**src/rtl/barrett_red_if.sv**
```systemverilog
// Handshake bundle for the Barrett reducer: product/tag in, residue/tag out,
// with valid/ready flow control on each side.
interface barrett_red_if #(
  parameter int wI = 32,
  parameter int wT = 8
);
  localparam int wO = 2 * wI;

  logic          iValid;
  logic          oReady;
  logic [wO-1:0] iD;
  logic [wT-1:0] iTag;
  logic          oValid;
  logic          iReady;
  logic [wI-1:0] oR;
  logic [wT-1:0] oTag;

  modport slave (
    input  iValid, iD, iTag, iReady,
    output oReady, oValid, oR, oTag
  );

  modport master (
    output iValid, iD, iTag, iReady,
    input  oReady, oValid, oR, oTag
  );
endinterface

```
**src/rtl/barrett_red.sv**
```systemverilog
// Four-stage pipelined Barrett reducer: oR = iD mod Q for iD < Q^2, with a tag
// carried alongside each word and a single global advance enable.
module barrett_red #(
  parameter int             wI = 32,
  parameter int             wT = 8,
  parameter int             wO = 2 * wI,
  parameter logic [wI-1:0]  Q  = 32'hFFFF_FFFB,
  parameter logic [wI:0]    MU = 33'h1_0000_0005
) (
  input  logic          iClk,
  input  logic          iRstn,
  barrett_red_if.slave  bus
);

  // Residue arithmetic only needs wI+2 bits: the true remainder is below 3Q.
  localparam logic [wI+1:0] QX = {2'b00, Q};

  function automatic logic [wI+1:0] sub_q(input logic [wI+1:0] r);
    return (r >= QX) ? (r - QX) : r;
  endfunction

  function automatic logic [wI-1:0] reduce_final(input logic [wI+1:0] r);
    logic [wI+1:0] t;
    t = sub_q(sub_q(r));
    return wI'(t);
  endfunction

  logic                en;
  logic [wI:0]         q1;
  logic [wI:0]         q3;
  logic [wI+1:0]       q3q;

  logic                vld_p1_q, vld_p1_d;
  logic [wO-1:0]       d_p1_q,   d_p1_d;
  logic [wT-1:0]       tag_p1_q, tag_p1_d;

  logic                vld_p2_q, vld_p2_d;
  logic [2*wI+1:0]     q2_p2_q,  q2_p2_d;
  logic [wI+1:0]       dlo_p2_q, dlo_p2_d;
  logic [wT-1:0]       tag_p2_q, tag_p2_d;

  logic                vld_p3_q, vld_p3_d;
  logic [wI+1:0]       r_p3_q,   r_p3_d;
  logic [wT-1:0]       tag_p3_q, tag_p3_d;

  logic                vld_p4_q, vld_p4_d;
  logic [wI-1:0]       r_p4_q,   r_p4_d;
  logic [wT-1:0]       tag_p4_q, tag_p4_d;

  always_comb begin
    en   = bus.iReady | ~vld_p4_q;
    q1   = (wI+1)'(d_p1_q >> (wI - 1));
    q3   = (wI+1)'(q2_p2_q >> (wI + 1));
    q3q  = {1'b0, q3} * QX;

    vld_p1_d = vld_p1_q;
    d_p1_d   = d_p1_q;
    tag_p1_d = tag_p1_q;
    vld_p2_d = vld_p2_q;
    q2_p2_d  = q2_p2_q;
    dlo_p2_d = dlo_p2_q;
    tag_p2_d = tag_p2_q;
    vld_p3_d = vld_p3_q;
    r_p3_d   = r_p3_q;
    tag_p3_d = tag_p3_q;
    vld_p4_d = vld_p4_q;
    r_p4_d   = r_p4_q;
    tag_p4_d = tag_p4_q;

    if (en) begin
      // S1: capture product and tag
      vld_p1_d = bus.iValid;
      d_p1_d   = bus.iD;
      tag_p1_d = bus.iTag;
      // S2: quotient estimate product q1*MU
      vld_p2_d = vld_p1_q;
      q2_p2_d  = {{(wI+1){1'b0}}, q1} * {{(wI+1){1'b0}}, MU};
      dlo_p2_d = d_p1_q[wI+1:0];
      tag_p2_d = tag_p1_q;
      // S3: raw remainder modulo 2^(wI+2)
      vld_p3_d = vld_p2_q;
      r_p3_d   = dlo_p2_q - q3q;
      tag_p3_d = tag_p2_q;
      // S4: up to two conditional subtractions of Q
      vld_p4_d = vld_p3_q;
      r_p4_d   = reduce_final(r_p3_q);
      tag_p4_d = tag_p3_q;
    end
  end

  always_ff @(posedge iClk or negedge iRstn) begin
    if (!iRstn) begin
      vld_p1_q <= 1'b0;
      d_p1_q   <= '0;
      tag_p1_q <= '0;
      vld_p2_q <= 1'b0;
      q2_p2_q  <= '0;
      dlo_p2_q <= '0;
      tag_p2_q <= '0;
      vld_p3_q <= 1'b0;
      r_p3_q   <= '0;
      tag_p3_q <= '0;
      vld_p4_q <= 1'b0;
      r_p4_q   <= '0;
      tag_p4_q <= '0;
    end else begin
      vld_p1_q <= vld_p1_d;
      d_p1_q   <= d_p1_d;
      tag_p1_q <= tag_p1_d;
      vld_p2_q <= vld_p2_d;
      q2_p2_q  <= q2_p2_d;
      dlo_p2_q <= dlo_p2_d;
      tag_p2_q <= tag_p2_d;
      vld_p3_q <= vld_p3_d;
      r_p3_q   <= r_p3_d;
      tag_p3_q <= tag_p3_d;
      vld_p4_q <= vld_p4_d;
      r_p4_q   <= r_p4_d;
      tag_p4_q <= tag_p4_d;
    end
  end

  assign bus.oReady = en;
  assign bus.oValid = vld_p4_q;
  assign bus.oR     = r_p4_q;
  assign bus.oTag   = tag_p4_q;

endmodule
```
**src/flat_wrapper.sv**
```systemverilog
// flat-port wrapper written by rule: the top's interface ports become plain ports
module barrett_red_flat 
#(
  parameter int             wI = 32,
  parameter int             wT = 8,
  parameter int             wO = 2 * wI,
  parameter logic [wI-1:0]  Q  = 32'hFFFF_FFFB,
  parameter logic [wI:0]    MU = 33'h1_0000_0005
)
  (iClk, iRstn, bus_iValid, bus_iD, bus_iTag, bus_iReady, bus_oReady, bus_oValid, bus_oR, bus_oTag);
  barrett_red_if #(.wI(wI), .wT(wT)) bus_i ();
  input  logic iClk;
  input  logic iRstn;
  input wire logic [$bits(bus_i.iValid)-1:0] bus_iValid;
  input wire logic [$bits(bus_i.iD)-1:0] bus_iD;
  input wire logic [$bits(bus_i.iTag)-1:0] bus_iTag;
  input wire logic [$bits(bus_i.iReady)-1:0] bus_iReady;
  output wire logic [$bits(bus_i.oReady)-1:0] bus_oReady;
  output wire logic [$bits(bus_i.oValid)-1:0] bus_oValid;
  output wire logic [$bits(bus_i.oR)-1:0] bus_oR;
  output wire logic [$bits(bus_i.oTag)-1:0] bus_oTag;
  assign bus_i.iValid = bus_iValid;
  assign bus_i.iD = bus_iD;
  assign bus_i.iTag = bus_iTag;
  assign bus_i.iReady = bus_iReady;
  assign bus_oReady = bus_i.oReady;
  assign bus_oValid = bus_i.oValid;
  assign bus_oR = bus_i.oR;
  assign bus_oTag = bus_i.oTag;
  barrett_red #(.wI(wI), .wT(wT), .wO(wO), .Q(Q), .MU(MU)) u_core (.iClk(iClk), .iRstn(iRstn), .bus(bus_i));
endmodule
```
**config.mk**
```make
export PLATFORM = sky130hd
export DESIGN_NAME = barrett_red_flat
export DESIGN_NICKNAME = d
export VERILOG_FILES = /design/src/rtl/barrett_red_if.sv /design/src/rtl/barrett_red.sv /design/src/flat_wrapper.sv
export SDC_FILE = /design/constraint.sdc
export NUM_CORES = 2
export LEC_CHECK = 0
export CORE_MARGIN = 2
export CORE_UTILIZATION = 31
export CTS_CLUSTER_DIAMETER = 80
export DETAILED_ROUTE_END_ITERATION = 16
export GPL_TIMING_DRIVEN = 0
export PLACE_DENSITY = 0.46
export REMOVE_ABC_BUFFERS = 1
export SLEW_MARGIN = 20
export SYNTH_ARGS = -nofsm -noshare
export SYNTH_HDL_FRONTEND = slang
export SYNTH_SLANG_ARGS = --single-unit
```
**constraint.sdc**
```tcl
create_clock -name iClk -period 11.9 [get_ports iClk]
set_clock_uncertainty 0.1 [all_clocks]
set_input_delay 2.38 -clock iClk [delete_from_list [all_inputs] [get_ports iClk]]
set_output_delay 2.38 -clock iClk [all_outputs]
set_load 0.02 [all_outputs]
```
==> results summary <==
The routed wirelength normalized by instance count came out at 16.8 um. The via count of the first global-routing pass is 19700. For the pin with the worst max-slew slack, the measured transition is 1.05 ns. The mean instance size in the synthesized netlist is 9.40 um2. In the post-synthesis netlist, the biggest area contributors are sky130_fd_sc_hd__fa_1 (25%), sky130_fd_sc_hd__dfrtp_1 (23%), sky130_fd_sc_hd__ha_1 (17%). 0 antenna diodes ended up in the layout.

The share of Yosys cell area claimed by the top area cell type came out at 24.6%. The height of the die came out at 293 um. The core region area came out at 0.0822 mm2. The first-pass GRT wire length came out at 110000 um. The count of port buffers added during placement is 117.

The number of top-level pins is 118. In the synthesized netlist, the cells that appear most often are sky130_fd_sc_hd__inv_1 (536), sky130_fd_sc_hd__nand2_1 (476), sky130_fd_sc_hd__ha_1 (353). The number of buffers created by CTS is 36. The initial DRC count came out at 700. The number of slew-limit violations in the final report is 0. In this run the worst hold path is classified as flop to flop. STA classifies the critical path endpoint as a flop. In this run the tightest slew margin relative to its limit is 29.6%. The critical path start-end classification is flop to flop.

Summed over all instances, the cell type with the most area after synthesis is sky130_fd_sc_hd__fa_1. Among the stages of the critical path, the cell type that occurs most often is sky130_fd_sc_hd__fa_1. In this run the cell area of the synthesized design comes to 0.0258 mm2. Broken down by cell family, the worst path's largest delay share belongs to adder cells. The die is 293 um wide. For this run, the number of Yosys warnings is 0.

The total setup buffers inserted after CTS came out at 0. The run finished with clean final reports. The total grt overflow is 0. The via count of the routed design is 17900. The element type at the critical path start is a flop. CTS placed an instance of sky130_fd_sc_hd__clkbuf_16 at the clock tree root. The synthesized netlist contains 92 unique library cells. The total setup violations reported at the end of the flow is 0.

After layout, the worst path uses 72.0% of the clock period. In the synthesized netlist the async set-or-reset flop fraction comes to 100%. The arrival time of data at the critical path endpoint came out at 8.88 ns. The number of cells produced by synthesis is 2747. Data on the critical path is required at its endpoint by 12.22 ns. Hold repair after CTS inserted 0 buffers. The CTS H-tree depth is 2. Setup repair after global routing left no endpoint under its margin. The clock latency at the later pin of the worst-skew pair came out at 0.55 ns. The number of vias per cell after detailed routing came out at 4.55.

The count of flip-flops with a built-in enable after synthesis came out at 0. The final number of hold-violating endpoints is 0. The time the worst path needs with I/O delays and setup is 8.56 ns. The initial antenna violation count is 0. For this run, the total global-route usage over all layers was measured as 16.2%.

The initial cell density of the core came out at 31.4%. The wire length reported by the detailed router is 66200 um. The count of state elements after synthesis is 233.

The CTS tree is yes. The routability congestion estimate from global placement came out at 0.852. Entering global routing, the biggest net connects 96 pins. The number of routed nets with antenna violations came out at 0. The share of layout cells above drive strength 1 came out at 4.29%. The max-cap check violation count is 0.

For this run, the top clock speed supported by timing is 117 MHz. The startpoint identified for the worst hold timing path is u_core.d_p1_q[28]$_DFFE_PN0P_. The largest individual stage delay along the critical path comes from the cell sky130_fd_sc_hd__o41ai_1. Of all nets on the critical path, the largest fanout is 8. The post-synthesis sequential area ratio is 22.6%. The critical register-to-register path startpoint is u_core.q2_p2_q[40]$_DFFE_PN0P_. After routing, the total negative slack on setup checks comes to 0 ns. From synthesis to final layout, the design area changed by 14.4%. The total half-perimeter wirelength after legalization and detailed placement came out at 55500 um.

The first detailed-routing pass took 5 iterations. The beginning of the critical path is u_core.q2_p2_q[40]$_DFFE_PN0P_. In this design, the stage delay of the slowest critical-path cell is 0.69 ns. The maximum buffer depth of the clock tree came out at 3.

sky130_fd_sc_hd__inv_1 is the most common cell in the netlist. The cell row count is 105. The remaining design rule violation count is 0. Among all flip-flop cells after synthesis, the most frequent one is sky130_fd_sc_hd__dfrtp_1. The number of nets in the final layout is 3586. The post-cts repair resize count is 0. The number of sinks on the clock net is 233. The count of buffer and inverter cells on the critical path is 4.

Clock-pin slew was measured on the worst setup and hold paths at 0.05 ns. The area of the die is 0.0856 mm2.
final timing paths:
check	end	slack [ns]	depth (start not counted)
setup / recovery	u_core.r_p3_q[26]$_DFFE_PN0P_	3.34	25
hold / removal	u_core.d_p1_q[28]$_DFFE_PN0P_	0.36	2
setup reg to reg	u_core.r_p3_q[26]$_DFFE_PN0P_	3.34	25
hold reg to reg	u_core.d_p1_q[28]$_DFFE_PN0P_	0.36	2
max in group asynchronous	u_core.d_p1_q[21]$_DFFE_PN0P_	8.75	3
min in group asynchronous	u_core.bus.oR[1]$_DFFE_PN0P_	1.65	1
sequential cells by signal (all words and copies together), names as in the netlist:
register,cells
u_core.bus.oR,32
u_core.bus.oTag,8
u_core.bus.oValid,1
u_core.d_p1_q,64
u_core.dlo_p2_q,34
u_core.q2_p2_q,33
u_core.r_p3_q,34
u_core.tag_p1_q,8
u_core.tag_p2_q,8
u_core.tag_p3_q,8
u_core.vld_p1_q,1
u_core.vld_p2_q,1
u_core.vld_p3_q,1
kinds of logic after synthesis:
kind of cell,share of synthesized area [%]
and+or+nand+nor,12.3
DFF,22.6
muxes,0.165
buffers and inverters,9.29
AOI/OAI and AO/OA,8.32
adders and majority gates,41.7
xor gates and xnor gates,5.60
through the flow:
| stage | instances | hold slack, ns | setup WS [ns] | util, % | instance area, um2 |
|---|---|---|---|---|---|
| 3_3_place_gp | 3858 | 0.341 | -19.71 | 34.0 | 27900 |
| 6_report | 3938 | 0.363 | 3.34 | 35.9 | 29500 |
| 2_1_floorplan | 2671 | 0.330 | -5.30 | - | 25400 |
| 3_5_place_dp | 3872 | 0.355 | 3.26 | 34.4 | 28300 |
| 4_1_cts | 3938 | 0.368 | 3.20 | 35.9 | 29500 |
| 5_1_grt | 3938 | 0.379 | 2.68 | 35.9 | 29500 |
layer usage:
| metal | wire length [um] | track usage [%] | up-vias |
|---|---|---|---|
| li1 | - | - | 8831 |
| met1 | 30400 | 21.0 | 8767 |
| met2 | 33000 | 29.0 | 246 |
| met3 | 1640 | 1.73 | 67 |
| met4 | 1150 | 3.30 | 0 |
| met5 | 0 | 0 | - |
final cells by class:
| cell class | count | area, um2 |
|---|---|---|
| inverter | 537 | 2020 |
| sequential | 233 | 5830 |
| timing repair buffer | 131 | 1470 |
| fill | 8452 | 52700 |
| tap | 1070 | 1340 |
| clock buffer | 43 | 968 |
| multi-input combinational | 1901 | 17600 |
| clock inverter | 23 | 279 |
cells in the final DEF, fill, tap and decap left out, types with 7 or more instances in the layout:
cell type | Yosys | routed
sky130_fd_sc_hd__fa_1 | 317 | 317
sky130_fd_sc_hd__nand2_1 | 476 | 476
sky130_fd_sc_hd__o21a_1 | 11 | 11
sky130_fd_sc_hd__inv_1 | 536 | 536
sky130_fd_sc_hd__nand4_1 | 22 | 22
sky130_fd_sc_hd__o21ai_0 | 85 | 85
sky130_fd_sc_hd__a21o_1 | 31 | 31
sky130_fd_sc_hd__and3_1 | 17 | 17
sky130_fd_sc_hd__a211oi_1 | 7 | 7
sky130_fd_sc_hd__nand3_1 | 34 | 34
sky130_fd_sc_hd__o31ai_1 | 8 | 8
sky130_fd_sc_hd__clkdlybuf4s50_1 | 0 | 116
sky130_fd_sc_hd__dfrtp_1 | 233 | 233
sky130_fd_sc_hd__and2_1 | 7 | 7
sky130_fd_sc_hd__o21bai_1 | 14 | 14
sky130_fd_sc_hd__nor2_1 | 94 | 93
sky130_fd_sc_hd__a31oi_1 | 10 | 9
sky130_fd_sc_hd__xor2_1 | 68 | 68
sky130_fd_sc_hd__ha_1 | 353 | 353
sky130_fd_sc_hd__xnor2_1 | 94 | 94
sky130_fd_sc_hd__nor3_1 | 22 | 22
sky130_fd_sc_hd__a21oi_1 | 101 | 101
sky130_fd_sc_hd__clkinv_2 | 0 | 8
sky130_fd_sc_hd__clkbuf_16 | 0 | 37
sky130_fd_sc_hd__nor4_1 | 10 | 9
tightest hold or removal path, cell delays in order (launching register included):
cell and delay, ns:
sky130_fd_sc_hd__dfrtp_1 0.34, sky130_fd_sc_hd__nand2_1 0.05, sky130_fd_sc_hd__nand2_1 0.05
Power is not shown: default switching activity piles up to over one toggle a cycle in this logic, so the estimate is an artifact.
